**src/rtl/gpu_cmd_sequencer.sv**
```systemverilog
// Opcode front-end: pairs bytes into 16-bit opcodes, queues them, issues gated execute pulses.
// Optional feature macro: SEQ_REPEAT_EN (4'hF opcodes re-issue the last opcode N+1 times).
module gpu_cmd_sequencer #(
    parameter int unsigned FIFO_DEPTH = 4,
    parameter int unsigned ISSUE_GAP  = 1
) (
    input  logic        clk,
    input  logic        rst_n,
    input  logic [7:0]  byte_in,
    input  logic        byte_valid,
    input  logic        byte_sync,
    input  logic        core_ready,
    input  logic        clr_ovf,
    output logic [15:0] opcode,
    output logic        execute,
    output logic        fifo_full,
    output logic        fifo_empty,
    output logic        overflow
);

    localparam int unsigned PtrW = (FIFO_DEPTH > 1) ? $clog2(FIFO_DEPTH) : 1;
    localparam int unsigned CntW = $clog2(FIFO_DEPTH + 1);
    localparam int unsigned GapW = (ISSUE_GAP > 1) ? $clog2(ISSUE_GAP) : 1;

`ifdef SEQ_REPEAT_EN
    typedef enum logic [1:0] {StIdle, StGap, StRepeat} state_e;
`else
    typedef enum logic [1:0] {StIdle, StGap} state_e;
`endif

    state_e            state_q, state_d;
    logic [GapW-1:0]   gap_q, gap_d;
    logic [15:0]       opcode_q, opcode_d;
    logic              exec_q, exec_d;
`ifdef SEQ_REPEAT_EN
    logic [8:0]        rep_q, rep_d;
`endif

    logic              hi_flag_q;
    logic [7:0]        hi_byte_q;
    logic [15:0]       mem_q [FIFO_DEPTH];
    logic [PtrW-1:0]   wr_ptr_q, rd_ptr_q;
    logic [CntW-1:0]   count_q;
    logic              ovf_q;

    logic              hi_take, pair_done, push_ok, drop, pop;
    logic [15:0]       head;

    // byte_sync overrides the flag, so a byte arriving with it is always a high byte
    assign hi_take   = byte_valid && (byte_sync || hi_flag_q);
    assign pair_done = byte_valid && !byte_sync && !hi_flag_q;

    assign fifo_full  = (count_q == CntW'(FIFO_DEPTH));
    assign fifo_empty = (count_q == '0);
    assign push_ok    = pair_done && (!fifo_full || pop);
    assign drop       = pair_done && fifo_full && !pop;
    assign head       = mem_q[rd_ptr_q];

    assign opcode   = opcode_q;
    assign execute  = exec_q;
    assign overflow = ovf_q;

    always_comb begin
        state_d  = state_q;
        gap_d    = gap_q;
        opcode_d = opcode_q;
        exec_d   = 1'b0;
        pop      = 1'b0;
`ifdef SEQ_REPEAT_EN
        rep_d    = rep_q;
`endif
        unique case (state_q)
            StIdle: begin
                if (!fifo_empty && core_ready) begin
                    pop = 1'b1;
`ifdef SEQ_REPEAT_EN
                    if (head[15:12] == 4'hF) begin
                        rep_d   = 9'(head[7:0]) + 9'd1;
                        state_d = StRepeat;
                    end else begin
                        opcode_d = head;
                        exec_d   = 1'b1;
                        gap_d    = '0;
                        state_d  = StGap;
                    end
`else
                    opcode_d = head;
                    exec_d   = 1'b1;
                    gap_d    = '0;
                    state_d  = StGap;
`endif
                end
            end
            StGap: begin
                if (gap_q == GapW'(ISSUE_GAP - 1)) begin
`ifdef SEQ_REPEAT_EN
                    state_d = (rep_q != '0) ? StRepeat : StIdle;
`else
                    state_d = StIdle;
`endif
                end else begin
                    gap_d = gap_q + 1'b1;
                end
            end
`ifdef SEQ_REPEAT_EN
            StRepeat: begin
                // opcode_q still holds the last issued opcode (0 after reset)
                if (core_ready) begin
                    exec_d  = 1'b1;
                    rep_d   = rep_q - 9'd1;
                    gap_d   = '0;
                    state_d = StGap;
                end
            end
`endif
            default: state_d = StIdle;
        endcase
    end

    always_ff @(posedge clk) begin
        if (!rst_n) begin
            state_q  <= StIdle;
            gap_q    <= '0;
            opcode_q <= '0;
            exec_q   <= 1'b0;
`ifdef SEQ_REPEAT_EN
            rep_q    <= '0;
`endif
        end else begin
            state_q  <= state_d;
            gap_q    <= gap_d;
            opcode_q <= opcode_d;
            exec_q   <= exec_d;
`ifdef SEQ_REPEAT_EN
            rep_q    <= rep_d;
`endif
        end
    end

    always_ff @(posedge clk) begin
        if (!rst_n) begin
            hi_flag_q <= 1'b1;
            hi_byte_q <= '0;
        end else if (hi_take) begin
            hi_flag_q <= 1'b0;
            hi_byte_q <= byte_in;
        end else if (pair_done || byte_sync) begin
            hi_flag_q <= 1'b1;
        end
    end

    always_ff @(posedge clk) begin
        if (push_ok) begin
            mem_q[wr_ptr_q] <= {hi_byte_q, byte_in};
        end
    end

    always_ff @(posedge clk) begin
        if (!rst_n) begin
            wr_ptr_q <= '0;
            rd_ptr_q <= '0;
            count_q  <= '0;
            ovf_q    <= 1'b0;
        end else begin
            if (push_ok) wr_ptr_q <= wr_ptr_q + 1'b1;
            if (pop)     rd_ptr_q <= rd_ptr_q + 1'b1;
            if (push_ok && !pop)      count_q <= count_q + 1'b1;
            else if (!push_ok && pop) count_q <= count_q - 1'b1;
            if (drop)         ovf_q <= 1'b1;
            else if (clr_ovf) ovf_q <= 1'b0;
        end
    end

endmodule

```
**config.mk**
```make
export PLATFORM = sky130hd
export DESIGN_NAME = gpu_cmd_sequencer
export DESIGN_NICKNAME = d
export VERILOG_FILES = /design/src/rtl/gpu_cmd_sequencer.sv
export SDC_FILE = /design/constraint.sdc
export NUM_CORES = 1
export LEC_CHECK = 0
export ABC_AREA = 1
export BUFFER_PORTS_ARGS = -buffer_cell sky130_fd_sc_hd__buf_2
export CAP_MARGIN = 10
export CORE_MARGIN = 1.5
export CORE_UTILIZATION = 50
export CTS_CLUSTER_DIAMETER = 200
export DETAILED_ROUTE_END_ITERATION = 10
export PLACE_DENSITY = 0.8
export REMOVE_ABC_BUFFERS = 1
export SLEW_MARGIN = 30
export SYNTH_ARGS = -nofsm -noshare
export SYNTH_HDL_FRONTEND = slang
export SYNTH_SLANG_ARGS = --single-unit
```
**constraint.sdc**
```tcl
create_clock -name clk -period 2 [get_ports clk]
set_clock_uncertainty 0.15 [all_clocks]
set_input_delay 0.2 -clock clk [delete_from_list [all_inputs] [get_ports clk]]
set_output_delay 0.2 -clock clk [all_outputs]
set_load 0.05 [all_outputs]
```
Yosys cells after proc, flatten, opt, wreduce, memory -nomap -nowiden
Memory sizes are Yosys's and may differ from the RTL's. A register that Yosys moved wholly into a read port is not among the register bits.
Index checks and enable logic that the tools add are counted.
- bits in registers: 21
- latch bits: 0
- bits in writable memories: 64
- ROM bits: 0
- input bits: 14
- output and inout bits: 20
- logic and storage cells: 63
- memories kept: 1
- add/subtract/negate cells: 5
- multipliers: 0
- divide/modulo/power cells: 0
- magnitude comparators: 0
- eq/ne operators: 4
- shift operators: 0
- muxes and demuxes: 16
- bitwise operators: 0
- reductions and logical operators: 28
- memory list (name ; depth ; width ; read ports ; clocked after Yosys merged registers in ; write ports ; line ; RTL):
    mem_q ; 4 ; 16 ; 1 ; 1 ; 1 ; 41 ; logic [15:0] mem_q [FIFO_DEPTH];
- operators by type and width (operator ; number):
    $mux W1 ; 10
    $logic_and A1 B1 Y1 ; 9
    $reduce_bool A2 Y1 ; 4
    $logic_not A1 Y1 ; 7
    $mux W3 ; 2
    $reduce_and A2 Y1 ; 3
    $add A2 B1 Y2 const B ; 2
    $mux W2 ; 2
    $ne A2 B2 Y1 const B ; 2
    $pmux W2 S2 ; 1
    $add A3 B1 Y3 const B ; 1
    $eq A3 B3 Y1 const B ; 1
    $logic_not A3 Y1 ; 1
    $logic_or A1 B1 Y1 ; 3
    $sub A3 B1 Y3 const B ; 1
    $eq A2 B1 Y1 const B ; 1
    $logic_not A2 Y1 ; 1
    $pmux W1 S2 ; 1
    $add A1 B1 Y1 const B ; 1

Depth between registers and ports, before layout
Gate-level depths: netlist of the first run.
- depth after elaboration: 11
- gate-level depth with buffers: 14
- gate-level depth less buffers: 14

Worst setup path after synthesis of the first run
Ideal clock, no wire load.
- kind: reg-to-reg
- start point: reg hi_flag_q
- end point: mem mem_q[0][0], enable pin
- setup time: 0.389 ns
- data arrival time: 1.503 ns
- required time: 1.461 ns
- path slack: -0.041 ns
- stages on the path, launching flop included: 6
- path buffers: 0
- cells stage by stage: dfxtp_1 > inv_1 > nand2_1 > nor2_1 > nand2_1 > nor2_1
- cells in the longest elaborated chain, start to end: 5
- RTL lines (what ; line ; RTL):
    start, declared ; 39 ; logic hi_flag_q;
    start signal, assigned ; 142 ; hi_flag_q <= 1'b1;
    start signal, assigned ; 145 ; hi_flag_q <= 1'b0;
    start signal, assigned ; 148 ; hi_flag_q <= 1'b1;
    $logic_not A1 Y1 ; 51 ; assign pair_done = byte_valid && !byte_sync && !hi_flag_q;
    $logic_and A1 B1 Y1 ; 51 ;
    $logic_and A1 B1 Y1 ; 55 ; assign push_ok = pair_done && (!fifo_full || pop);
    $mux W1 ; 153 ; if (push_ok) begin
    $mux W1 (implied by the code) ; 154 ; mem_q[wr_ptr_q] <= {hi_byte_q, byte_in};
    end, declared ; 41 ;
Every way passes these cells.

Final worst setup path of the first run
- start point: reg hi_flag_q
- end point: reg count_q[2]
- cells in the longest elaborated chain, start to end: 6
- elaborated cells on any way between the ends: 8
- RTL lines (what ; line ; RTL):
    $logic_not A1 Y1 (*) ; 51 ;
    $logic_and A1 B1 Y1 (*) ; 51 ;
    $logic_and A1 B1 Y1 (*) ; 55 ;
    named net push_ok ; 46 ; logic hi_take, pair_done, push_ok, drop, pop;
    $logic_not A1 Y1 ; 168 ; else if (!push_ok && pop) count_q <= count_q - 1'b1;
    $logic_and A1 B1 Y1 ; 168 ;
    $reduce_bool A2 Y1 (no source line) ; - ;
    end signal, assigned ; 167 ; if (push_ok && !pop) count_q <= count_q + 1'b1;
    end signal, assigned ; 168 ;
    end, declared ; 43 ; logic [CntW-1:0] count_q;
Mark *: on every way through the listed nets, which the timed path passes. The rest lies on a longest branch.
A chain may end at the register's enable or synchronous reset.

==> results of run 1 <==
per-stage QoR:
stage | instance area (µm²) | utilization | hold WS, ns | power [mW] | std cells
6_report | 4927 | 0.5967 | 0.04322 | 6.017 | 637
5_1_grt | 4927 | 0.5967 | 0.03605 | 6.389 | 637
4_1_cts | 4910 | 0.5945 | 0.005675 | 6.036 | 637
3_5_place_dp | 4621 | 0.5595 | 0.2885 | 4.757 | 612
3_3_place_gp | 4621 | 0.5595 | 0.2811 | 4.681 | 612
2_1_floorplan | 4156 | - | 0.1489 | 4.183 | 460
cells by family after synthesis:
| group | Yosys count |
|---|---|
| adder cells (fa/ha/maj) | 6 |
| flip-flops | 99 |
| XOR/XNOR | 1 |
| AO/OA/AOI/OAI | 16 |
| AND/OR/NAND/NOR | 234 |
| buffers and inverters | 120 |
final cells by class:
type | instances | area [µm²] | area share
Clock buffer | 9 | 123.9 | 0.02514
Tap cell | 105 | 131.4 | 0.02666
Inverter | 104 | 395.4 | 0.08024
Clock inverter | 7 | 75.07 | 0.01524
Sequential cell | 99 | 2628 | 0.5333
Multi-Input combinational cell | 257 | 1151 | 0.2336
Timing Repair Buffer | 56 | 422.9 | 0.08583
cell usage after synthesis, drive strengths merged:
master / count / area, µm²
a21oi: 6 / 37.54
buf: 16 / 117.6
dfxtp: 35 / 700.7
edfxtp: 64 / 1922
fa: 1 / 20.02
ha: 5 / 62.56
inv: 104 / 395.4
nand2: 132 / 521.8
nand3: 38 / 190.2
nor2: 64 / 247.7
o21ai: 10 / 50.05
xor2: 1 / 8.760
metal layers:
metal / up-vias / track usage / wire length [µm]
met3: 20 / 0.04386 / 294
met4: 0 / 0.08211 / 199
li1: 1544 / - / -
met5: - / 0 / 0
met1: 1360 / 0.2161 / 3301
met2: 58 / 0.3582 / 4233
power by group through the flow:
stage	Combinational, mW	Clock [mW]	Sequential [mW]
6_report	2.17	1.28	2.57
5_1_grt	2.39	1.39	2.60
4_1_cts	2.17	1.30	2.57
3_5_place_dp	2.15	0	2.61
3_3_place_gp	2.08	0	2.60
2_1_floorplan	1.04	0	3.14
sequential cells by signal, summed over array words and instances, names as in the netlist, 2 cells and up:
register	cells
opcode	16
mem_q	64
count_q	3
hi_byte_q	8
rd_ptr_q	2
wr_ptr_q	2
what timing repair did:
action,4_1_cts,5_1_grt
endpoints found under the setup margin,0,2
hold endpoints to repair,36,0
resized for setup,0,9
hold buffers,9,0
path summary, 6_finish.rpt:
check	slack [ns]	endpoint	startpoint
worst max-delay path	0.13	count_q[2]$_SDFFE_PN0P_	hi_flag_q$_SDFFE_PN1P_
worst min-delay path	0.04	hi_flag_q$_SDFFE_PN1P_	byte_valid
worst max register to register	0.13	count_q[2]$_SDFFE_PN0P_	hi_flag_q$_SDFFE_PN1P_
worst min register to register	0.32	overflow$_SDFFE_PN0P_	overflow$_SDFFE_PN0P_
worst max-delay path: cells and delay by family, from the launching register on:
family | cells | cell delay, ns
flip-flops | 1 | 0.31
buffers and inverters | 4 | 0.21
AND/OR/NAND/NOR | 8 | 0.58
adder cells (fa/ha/maj) | 2 | 0.52
==> flow_summary.toml, run 1 <==
[logic_synthesis]
synth_mux_area_frac = 0
yosysWarnings = 0
synth_cells = 476
synth_sequential_area_ratio = 0.6136
ys_ff_latch = 99
yosys.area_share.xor_xnor = 0.002049
synthSimpleGateAreaFrac = 0.2245
syn-cell-area_um2 = 4274
ys_types = 21
syn_avg_cell_area_um2 = 8.979
synth_compound_area_frac = 0.02049
synth_top_family_by_area = "simple AND/OR/NAND/NOR gates"
synthAdderAreaFrac = 0.01932

[setup_path]
reg2regPathDepth = 14
path_max_fanout = 4
endpoint_kind = "register"
critPathArrivalTime_ns = 1.98
cp.required_ns = 2.11
crit_chain = "inv_1, nand2_1, nor2_2, nand2_1, inv_1, ha_2, inv_2, fa_2, inv_1, nand2_1, nand3_1, nand2_1, nand2_1, nor2_1"
cpPeakStageDelay_ns = 0.33
crit_path_start_kind = "register"
critPathKind = "register to register"
critical-path-slowest-cell = "fa_2"
cpMostUsedCell = "nand2_1"

[route]
detail-route-antenna-nets = 0
finalWirelength_um = 8028
dr.pass1.iters = 4
route.detailed.drc = 0
first_iter_violations = 135
post_drt_via_cell_ratio = 4.681
vias = 2982
wire_per_inst_um = 12.60

[cts]
cts_root_buf = "clkbuf_8"
htree_levels = 3
worstSkewPairLatency_ns = 0.36
post_cts.repair.setup_buffers = 0
clock-sinks = 99
cts_buffer_depth = 2
numCtsBuffers = 9
cts_tree = "done"
path_clk_slew_ns = 0.09

[floorplan]
die_y_um = 95.46
coreArea_um2 = 8258
dieArea_um2 = 9112
start_util = 0.5176
die_w_um = 95.46
rows = 33
ios = 34

[min_path]
whs_path_depth = 3
hp-class = "input port to register"

[power_and_ir_drop]
pwr-share-comb = 0.360
peakVddDrop_v = 0.0005615
power.internal_mw = 3.615
power_density_nw_per_um2 = 1221
switchingPower_mw = 2.402
clkPwrFrac = 0.212
p_leak_nw = 2.322
swShare = 0.3992
p_seq_frac = 0.428

[timing]
rsz0062_at_grt = "no"
fin_tns_setup_ns = 0
maxSlewViolCount = 0
min_period_over_period = 0.9351
hold_viol_final = 0
finalWorstSetupSlack_ns = 0.1298
tightest_slew_ns = 0.6049
fmaxAchievable_ghz = 0.5347
finalSetupViolCount = 0
max_slew_margin = 0.5962
period_needed_ns = 1.870

[global_route]
grt_overflow = 0
grt_pass1_wl_um = 13080
antenna_found_initial = 0
grt_max_degree = 37
grt_util_all_layers = 0.1953
grt_pass1_vias = 2869

[run]
cap_viol_max_count = 0

[cells_and_area]
drive_gt1_frac = 0.1485
nNetsFinal = 547
synthToLayoutAreaGrowth_pct = 15.28
layout_commonest_cell = "nand2_1"
fillCellCount = 688
final_cell_mix = "nand2_1 (129), inv_1 (99), edfxtp_1 (64), nor2_1 (62), nand3_1 (37)"
n_antenna_cell = 0

[placement]
place_ws_ns = 0.07602
gp_congestion = 0.7582
post-dp-hpwl_um = 5116
port_buffers = 33

[status]
outcome = "complete, no violations"
Power figures use the tool's default switching activity.
==> inputs of run 2 (changes only) <==
--- a/config.mk
+++ b/config.mk
@@ -9,10 +9,10 @@
 export BUFFER_PORTS_ARGS = -buffer_cell sky130_fd_sc_hd__buf_2
 export CAP_MARGIN = 10
 export CORE_MARGIN = 1.5
-export CORE_UTILIZATION = 50
+export CORE_UTILIZATION = 25
 export CTS_CLUSTER_DIAMETER = 200
 export DETAILED_ROUTE_END_ITERATION = 10
-export PLACE_DENSITY = 0.8
+export PLACE_DENSITY = 0.5
 export REMOVE_ABC_BUFFERS = 1
 export SLEW_MARGIN = 30
 export SYNTH_ARGS = -nofsm -noshare
==> run 2 against run 1 <==
  * First-iteration DRC count grew 59%
  * Utilization decreased by 29 points
  * Worst hold slack better by 0.0059 ns
  * Global-route usage down 9.4 points
  * Largest power group unchanged
==> flow_summary.toml, run 2 (synthesis gave the netlist of run 1 again) <==
[cells_and_area]
final_cell_mix = "nand2_1 (128), inv_1 (100), edfxtp_1 (64), nor2_1 (62), nand3_1 (37)"
n_antenna_cell = 0
synthToLayoutAreaGrowth_pct = 21.14
drive_gt1_frac = 0.1495
nNetsFinal = 550
regMostFlops = "mem_q"
layout_commonest_cell = "nand2_1"
largest_register_ffs = 64

[global_route]
grt_util_all_layers = 0.1014
grtUsageMet2 = 0.1727
grt_max_degree = 37
grt_pass1_vias = 2713
grt_overflow = 0
use_met3 = 0.01941
busiest_layer = "met2"
use_met1 = 0.1162
grt_pass1_wl_um = 13580
antenna_found_initial = 0

[timing]
hold_viol_final = 0
maxSlewViolCount = 0
max_slew_margin = 0.7119
min_period_over_period = 0.9464
rsz0062_at_grt = "no"
period_needed_ns = 1.893
finalWorstSetupSlack_ns = 0.1073
tightest_slew_ns = 0.4321
fmaxAchievable_ghz = 0.5283
finalSetupViolCount = 0

[route]
vias = 2885
route.detailed.drc = 0
finalWirelength_um = 8535
wire_per_inst_um = 11.30
detail-route-antenna-nets = 0
first_iter_violations = 215
post_drt_via_cell_ratio = 3.821
dr.pass1.iters = 4

[cts]
cts_root_buf = "clkbuf_16"
cts_tree = "done"
post_cts.repair.setup_buffers = 0
numCtsBuffers = 9
clock-sinks = 99
cts_buffer_depth = 2
htree_levels = 3
worstSkewPairLatency_ns = 0.35
path_clk_slew_ns = 0.07

[power_and_ir_drop]
power_density_nw_per_um2 = 1251
peakVddDrop_v = 0.0004555
p_leak_nw = 2.380
finalPower_mw = 6.476

[setup_path]
endpoint_kind = "register"
critPathKind = "register to register"
r2r_start = "count_q[1]$_SDFFE_PN0P_"
startpoint = "count_q[1]$_SDFFE_PN0P_"
cp.required_ns = 2.09
crit_path_start_kind = "register"
critPathArrivalTime_ns = 1.99
path_max_fanout = 3

[floorplan]
dieArea_um2 = 17890
start_util = 0.2568
ios = 34
die_w_um = 133.8
rows = 47
die_y_um = 133.8
coreArea_um2 = 16640

[min_path]
hp-start = "rst_n"
hp-class = "input port to register"

[run]
cap_viol_max_count = 0

[placement]
place_ws_ns = 0.07280
gp_congestion = 0.7367
post-dp-hpwl_um = 5326
port_buffers = 33

[status]
outcome = "complete, no violations"
-- run 2: final cells by class --
| type | instances | area, µm² |
|---|---|---|
| Tap cell | 220 | 275.3 |
| Clock inverter | 7 | 75.07 |
| Sequential cell | 99 | 2624 |
| Fill cell | 1718 | 11460 |
| Clock buffer | 9 | 225.2 |
| Timing Repair Buffer | 59 | 422.9 |
| Inverter | 104 | 395.4 |
| Multi-Input combinational cell | 257 | 1160 |
-- run 2: timing repair --
| action | in CTS | in global routing |
|---|---|---|
| endpoints found under the hold margin | 34 | 0 |
| gates resized for setup | 0 | 8 |
| hold buffers | 10 | 0 |
| endpoints found under the setup margin | 0 | 2 |
-- run 2: metrics by stage --
stage / utilization / area, µm² / TNS, ns / hold slack, ns / std cells
floorplan: - / 4156 / -2.629 / 0.1489 / 460
global placement: 0.2857 / 4755 / 0 / 0.2848 / 729
detailed placement: 0.2857 / 4755 / 0 / 0.2893 / 729
CTS: 0.3098 / 5155 / 0 / 0.02268 / 755
global route: 0.3111 / 5177 / 0 / 0.07312 / 755
finish: 0.3111 / 5177 / 0 / 0.04916 / 755
-- run 2: final timing paths --
| kind | end | slack (ns) | cells after the start |
|---|---|---|---|
| worst max register to register | count_q[1]$_SDFFE_PN0P_ | 0.11 | 9 |
| worst min register to register | overflow$_SDFFE_PN0P_ | 0.32 | 2 |
| worst min-delay path | opcode[12]$_SDFFE_PN0N_ | 0.05 | 3 |
| worst max-delay path | count_q[1]$_SDFFE_PN0P_ | 0.11 | 9 |
-- run 2: per-layer routing --
metal,part of all wire,wire length [µm]
met3,0.024,209
met1,0.44,3745
met2,0.50,4302
met4,0.033,278
met5,0,0
-- run 2: critical path: stages, from the launching register on --
cell and delay [ns]:
dfxtp_2 0.35, nor2_4 0.16, nand3_2 0.11, nand2_1 0.09
inv_1 0.04, ha_1 0.20, inv_1 0.09, fa_2 0.44
o21ai_2 0.12, nor2_1 0.05
-- run 2: power breakdown --
group | total (mW) | internal, mW | switching [mW]
sequential | 2.55 | 2.40 | 0.144
clock | 1.75 | 0.976 | 0.771
combinational | 2.18 | 0.612 | 1.57
total | 6.48 | 3.99 | 2.49
